$ cat src/rtl/rename_rat.sv
// Two-wide register rename stage: speculative map table, free-list allocation,
// one registered output group toward dispatch and a registered commit-release path.
module rename_rat #(
  parameter int unsigned AR_W = 5,
  parameter int unsigned PR_W = 6
) (
  input  logic            clk,
  input  logic            reset,
  // Decode side
  input  logic            in_valid1,
  input  logic            in_valid2,
  input  logic [AR_W-1:0] in_rs1_1,
  input  logic [AR_W-1:0] in_rs2_1,
  input  logic [AR_W-1:0] in_rd_1,
  input  logic [AR_W-1:0] in_rs1_2,
  input  logic [AR_W-1:0] in_rs2_2,
  input  logic [AR_W-1:0] in_rd_2,
  input  logic            in_we_1,
  input  logic            in_we_2,
  output logic            in_ready,
  // Free list pop side
  input  logic            no_free_pr,
  input  logic            one_free_pr,
  input  logic [PR_W-1:0] pop_data_fl_RAT1,
  input  logic [PR_W-1:0] pop_data_fl_RAT2,
  output logic [1:0]      pop_fl_RAT,
  // Dispatch side
  output logic            out_valid,
  input  logic            out_ready,
  output logic            out_v1,
  output logic            out_v2,
  output logic [PR_W-1:0] out_ps1_1,
  output logic [PR_W-1:0] out_ps2_1,
  output logic [PR_W-1:0] out_pd_1,
  output logic [PR_W-1:0] out_old_pd_1,
  output logic [PR_W-1:0] out_ps1_2,
  output logic [PR_W-1:0] out_ps2_2,
  output logic [PR_W-1:0] out_pd_2,
  output logic [PR_W-1:0] out_old_pd_2,
  output logic            out_we_1,
  output logic            out_we_2,
  // Commit release side
  input  logic            cm_valid1,
  input  logic            cm_valid2,
  input  logic [PR_W-1:0] cm_old_pd1,
  input  logic [PR_W-1:0] cm_old_pd2,
  output logic [1:0]      push_fl_RAT,
  output logic [PR_W-1:0] push_data_fl_RAT1,
  output logic [PR_W-1:0] push_data_fl_RAT2
);

  localparam int unsigned NumAr = 2 ** AR_W;

  typedef struct packed {
    logic            valid;
    logic            v1;
    logic            v2;
    logic            we1;
    logic            we2;
    logic [PR_W-1:0] ps1_1;
    logic [PR_W-1:0] ps2_1;
    logic [PR_W-1:0] pd_1;
    logic [PR_W-1:0] old_pd_1;
    logic [PR_W-1:0] ps1_2;
    logic [PR_W-1:0] ps2_2;
    logic [PR_W-1:0] pd_2;
    logic [PR_W-1:0] old_pd_2;
  } out_t;

  logic [PR_W-1:0] map_q [NumAr];
  logic [PR_W-1:0] map_d [NumAr];
  out_t            out_q, out_d;
  logic [1:0]      push_q, push_d;
  logic [PR_W-1:0] push1_q, push1_d, push2_q, push2_d;

  logic            need1, need2, fire;
  logic [1:0]      n_need, n_free;
  logic [PR_W-1:0] pd1, pd2;

  // Allocation demand, handshake and new-tag selection
  always_comb begin
    need1    = in_valid1 && in_we_1 && (in_rd_1 != '0);
    need2    = in_valid1 && in_valid2 && in_we_2 && (in_rd_2 != '0);
    n_need   = {1'b0, need1} + {1'b0, need2};
    n_free   = no_free_pr ? 2'd0 : (one_free_pr ? 2'd1 : 2'd2);
    in_ready = (!out_q.valid || out_ready) && (n_need <= n_free);
    fire     = in_valid1 && in_ready && !reset;
    pop_fl_RAT = fire ? n_need : 2'd0;
    pd1 = need1 ? pop_data_fl_RAT1 : '0;
    // Slot 2 takes head+1 only when slot 1 already consumed the head
    pd2 = need2 ? (need1 ? pop_data_fl_RAT2 : pop_data_fl_RAT1) : '0;
  end

  // Rename lookup with slot-1 to slot-2 bypass, map update and output register next state
  always_comb begin
    map_d = map_q;
    out_d = out_q;
    if (fire) begin
      out_d.valid    = 1'b1;
      out_d.v1       = 1'b1;
      out_d.v2       = in_valid2;
      out_d.we1      = need1;
      out_d.we2      = need2;
      out_d.ps1_1    = map_q[in_rs1_1];
      out_d.ps2_1    = map_q[in_rs2_1];
      out_d.pd_1     = pd1;
      out_d.old_pd_1 = need1 ? map_q[in_rd_1] : '0;
      // need1 implies rd1 != 0, so x0 sources never hit the bypass
      out_d.ps1_2    = (need1 && in_rs1_2 == in_rd_1) ? pd1 : map_q[in_rs1_2];
      out_d.ps2_2    = (need1 && in_rs2_2 == in_rd_1) ? pd1 : map_q[in_rs2_2];
      out_d.pd_2     = pd2;
      out_d.old_pd_2 = need2 ? ((need1 && in_rd_2 == in_rd_1) ? pd1 : map_q[in_rd_2]) : '0;
      if (need1) map_d[in_rd_1] = pd1;
      if (need2) map_d[in_rd_2] = pd2;  // later write wins on same rd
    end else if (out_ready) begin
      out_d = '0;
    end
  end

  // Commit releases compacted so a lone slot-2 release lands in data1
  always_comb begin
    push_d  = {1'b0, cm_valid1} + {1'b0, cm_valid2};
    push1_d = cm_valid1 ? cm_old_pd1 : (cm_valid2 ? cm_old_pd2 : '0);
    push2_d = (cm_valid1 && cm_valid2) ? cm_old_pd2 : '0;
  end

  // State registers with synchronous reset; map returns to identity
  always_ff @(posedge clk) begin
    if (reset) begin
      for (int i = 0; i < NumAr; i++) map_q[i] <= PR_W'(i);
      out_q   <= '0;
      push_q  <= '0;
      push1_q <= '0;
      push2_q <= '0;
    end else begin
      map_q   <= map_d;
      out_q   <= out_d;
      push_q  <= push_d;
      push1_q <= push1_d;
      push2_q <= push2_d;
    end
  end

  assign out_valid         = out_q.valid;
  assign out_v1            = out_q.v1;
  assign out_v2            = out_q.v2;
  assign out_we_1          = out_q.we1;
  assign out_we_2          = out_q.we2;
  assign out_ps1_1         = out_q.ps1_1;
  assign out_ps2_1         = out_q.ps2_1;
  assign out_pd_1          = out_q.pd_1;
  assign out_old_pd_1      = out_q.old_pd_1;
  assign out_ps1_2         = out_q.ps1_2;
  assign out_ps2_2         = out_q.ps2_2;
  assign out_pd_2          = out_q.pd_2;
  assign out_old_pd_2      = out_q.old_pd_2;
  assign push_fl_RAT       = push_q;
  assign push_data_fl_RAT1 = push1_q;
  assign push_data_fl_RAT2 = push2_q;

endmodule
$ cat config.mk
export PLATFORM = sky130hd
export DESIGN_NAME = rename_rat
export DESIGN_NICKNAME = d
export VERILOG_FILES = /design/src/rtl/rename_rat.sv
export SDC_FILE = /design/constraint.sdc
export NUM_CORES = 1
export LEC_CHECK = 0
export BUFFER_PORTS_ARGS = -buffer_cell sky130_fd_sc_hd__buf_2
export CORE_MARGIN = 2
export CORE_UTILIZATION = 45
export DETAILED_ROUTE_END_ITERATION = 10
export HOLD_SLACK_MARGIN = 0.12
export SLEW_MARGIN = 30
export SYNTH_ARGS = -nofsm -noshare
export SYNTH_HDL_FRONTEND = slang
export SYNTH_SLANG_ARGS = --single-unit
$ cat constraint.sdc
create_clock -name clk -period 8 [get_ports clk]
set_input_delay 0.8 -clock clk [delete_from_list [all_inputs] [get_ports clk]]
set_output_delay 0.8 -clock clk [all_outputs]
set_load 0.02 [all_outputs]
==> PnR_summary.wiki <==
{| class="wikitable"
! Metric !! Value
|-
| Run status || finished clean
|-
| Net Switching || 0.001375 W
|-
| Final setup vio count || 0
|-
| Classification of the worst setup path || in -> out
|-
| Global Route met2 Usage || 59.55%
|-
| Busiest metal layer after global routing || met2
|-
| Final standard cell area without fillers || 0.02473 sq mm
|-
| Setup TNS after final layout || 0 ns
|-
| Number of remaining DRC errors || 0
|-
| Number of synthesized flops with an enable pin || 0
|-
| Standard cell area after detailed placement || 0.02368 sq mm
|-
| Crit path launch type || input port
|-
| Leakage power total || 9.000 nW
|-
| Global routing met1 resource utilization || 57.43%
|-
| Combinational Power Share || 25.0%
|-
| Max stage delay on crit path || 0.85 ns
|-
| Die width || 229.1 um
|-
| Sequential cell fraction of total power || 37.7%
|-
| Portion of synthesized cell area occupied by the leading cell type || 24.39%
|-
| Height of the chip || 229.1 um
|-
| Max-cap violations || 0
|-
| Most area-hungry cell type in the Yosys netlist || mux4_2
|-
| Average size of a mapped cell || 9.713 sq um
|-
| Hold-fix buffer count after cts || 0
|-
| Average wire length per cell after detail routing || 38.44 um
|-
| Max Slew Vio Count || 0
|-
| PortBufs || 134
|-
| Length of the first detailed-routing pass in iterations || 5
|-
| Critical Path Sink Type || output port
|-
| Switching fraction of total power || 34.75%
|-
| Number of synthesized register bits || 258
|-
| Biggest register || map_q
|-
| Worst min-delay path category || in -> reg
|-
| Most common cell type on the critical path || nor2_1
|-
| Detailed router's first-iteration violation count || 3593
|-
| Number of nets with antenna violations after detailed routing || 0
|-
| Gpl congestion || 1.050
|-
| Effective utilization at floorplan || 45.55%
|-
| Filler Cell Count || 4703
|-
| Clock network fraction of total power || 37.3%
|-
| Post-synthesis cell count || 2348
|-
| Post-detailed-placement half-perimeter wirelength || 79180 um
|-
| Final hold violations || 0
|-
| Number of buffers created by CTS || 31
|-
| Synth cell types || 61
|-
| Core box area || 0.05007 sq mm
|-
| Most used flip-flop cell after synthesis || dfxtp_1
|-
| Final-stage net count || 2363
|-
| Global-route wire length before repair || 162100 um
|-
| Number of antenna violations at the first check in global routing || 3
|-
| Arrival time worst endpoint || 4.34 ns
|-
| Maximum number of pins on one net before global-route repair || 134
|-
| CTS clk-pin slew, worst paths || 0.06 ns
|-
| Cell at the slowest stage of the critical path || a21oi_1
|-
| DR vias/cell || 7.671
|-
| Cell area power density || 160.0 mW/mm^2
|-
| Total internal power || 0.002582 W
|-
| Worst rel slew slack || 24.16%
|-
| Area Overhead vs Synth || 8.427%
|-
| Clk Tree Root Cell || clkbuf_16
|-
| Fmax achieved || 194.6 MHz
|-
| Number of nets in the synthesized netlist || 2416
|-
| Required time of the critical path || 7.20 ns
|-
| Io pins || 135
|-
| Most common library cells after synthesis || dfxtp_1 (258), mux4_2 (247), mux2i_1 (223)
|-
| Area of the mapped netlist || 0.02281 sq mm
|-
| Peak ir drop on the vdd network || 0.1712 mV
|-
| Clock Sinks || 258
|-
| Number of global-route vias before repair || 21.38k
|-
| Die footprint || 0.05250 sq mm
|-
| Remaining global-route overflow || 0
|-
| Transition time of the tightest slew-check pin || 1.127 ns
|-
| DRT Wirelength || 115000 um
|-
| Fraction of synthesis flops using an asynchronous set or reset pin || 0%
|-
| Met3 layer usage reported by global route || 14.60%
|-
| Clock latency at the later pin of the worst-skew pair || 0.62 ns
|-
| Library cell with the highest instance count after synthesis || dfxtp_1
|-
| Max FFs per register || 192
|-
| Setup repair after global routing missed its margin || false
|-
| Max clock buf depth || 3
|-
| Worst setup skew after layout || 0.03251 ns
|-
| Number of cell rows || 82
|-
| Final period utilization || 64.22%
|-
| Post-layout min period || 5.138 ns
|-
| Overall track demand over capacity in global routing || 42.70%
|-
| Cell types occupying the most area after synthesis || mux4_2 (24%), dfxtp_1 (23%), mux2i_1 (9.8%), mux2_2 (6.0%), o21ai_0 (3.7%)
|-
| Number of buffers added for setup after CTS || 0
|-
| Cells along the critical path || buf_4 -> nor2_1 -> a21oi_1 -> and2_1 -> ha_1 -> nor2b_1 -> o21a_1 -> or3_4 -> nor2_1 -> buf_2
|-
| Sequential-to-total area share from yosys stat || 22.65%
|-
| Critical Path Fanout Max || 42
|-
| Vias post-DR || 22.94k
|-
| Number of warnings printed during yosys synthesis || 0
|-
| Share of layout cells above drive strength 1 || 27.39%
|-
| H-tree depth reported by CTS || 1
|-
| Post_cts resized || 0
|-
| Clock tree from TritonCTS || yes
|}
## final cells by class
cell class	instances	area [sq um]	area share [%]
tap	672	840.8	3.400
clock buffer	49	943.4	3.815
antenna	1	2.502	0.01012
clock inverter	7	91.34	0.3694
inverter	12	45.04	0.1821
timing repair buffer	183	1097	4.437
sequential	258	5165	20.89
multi-input combinational	1809	16540	66.90
## metal layers
layer	up-vias	share of wire, %	routed length [um]
li1	9113	-	-
met1	11586	38	44070
met2	1869	41	46910
met3	374	14	16130
met4	2	6.8	7838
met5	-	0.013	15
## cells in the final DEF (no fill, tap or decap), types with 12 or more instances in the layout
master / n
mux2i_1: 223
mux4_2: 247
a21oi_1: 159
buf_2: 127
a211oi_1: 23
a32o_1: 12
nand2_1: 121
a221oi_1: 23
nor3_1: 23
and2_1: 21
nand2b_1: 87
nand4_1: 15
o32ai_1: 31
nand3_1: 66
o21ai_0: 168
and3_1: 36
a22oi_1: 62
nor2_1: 79
xor2_1: 13
nor2b_1: 33
o211ai_1: 27
mux2_2: 117
dfxtp_1: 258
inv_1: 12
buf_4: 52
o22ai_1: 59
a22o_1: 31
o311ai_0: 18
clkbuf_16: 31
## through the flow
step           cells  total power, W  hold slack [ns]  util, %  setup slack (ns)
2_1_floorplan   2348        0.002079           0.4900        -             3.533
3_3_place_gp    2932        0.002441           0.4295    47.17             2.616
3_5_place_dp    2934        0.002456           0.4359    47.29             2.429
4_1_cts         2990        0.003908           0.4218    49.36             2.992
5_1_grt         2990        0.004050           0.4278    49.39             2.720
6_report        2991        0.003958           0.4266    49.39             2.862
## worst max-delay path, delay by kind of cell
family	cells	cell delay, ns
and+or+nand+nor	5	1.51
AOI/OAI and AO/OA	2	1.06
buffers and inverters	2	0.65
adders and majority gates	1	0.23
## cell families (layout without fill, tap and decap cells)
family / count (synthesis) / after routing / share of synthesized area [%]
compound gates: 661 / 661 / 18.59
mux: 593 / 593 / 40.27
simple gates: 536 / 536 / 12.43
buf+inv: 281 / 251 / 5.283
flops: 258 / 258 / 22.65
xor+xnor: 16 / 16 / 0.6145
fa+ha+maj: 3 / 3 / 0.1646
other cells: 0 / 1 / 0
## worst paths after layout
kind              slack [ns]  cells past startpoint                    to          start
setup / recovery        2.86                     10         pop_fl_RAT[0]     in_rd_2[0]
hold / removal          0.43                      2  push_data_fl_RAT2[4]  cm_old_pd2[4]
setup reg to reg        5.29                      5          out_ps2_2[4]     map_q[136]
hold reg to reg         0.45                      1              out_we_1       out_we_1
## power groups by stage
stage	combinational, W	clock (W)	sequential, W
after CTS	0.000952	0.00148	0.00148
final	0.000989	0.00148	0.00149
after global routing	0.00102	0.00154	0.00149
after global placement	0.000938	0	0.00150
after floorplan	0.000626	0	0.00145
after detailed placement	0.000949	0	0.00151
Note: power is estimated with default switching activity, not from simulation.
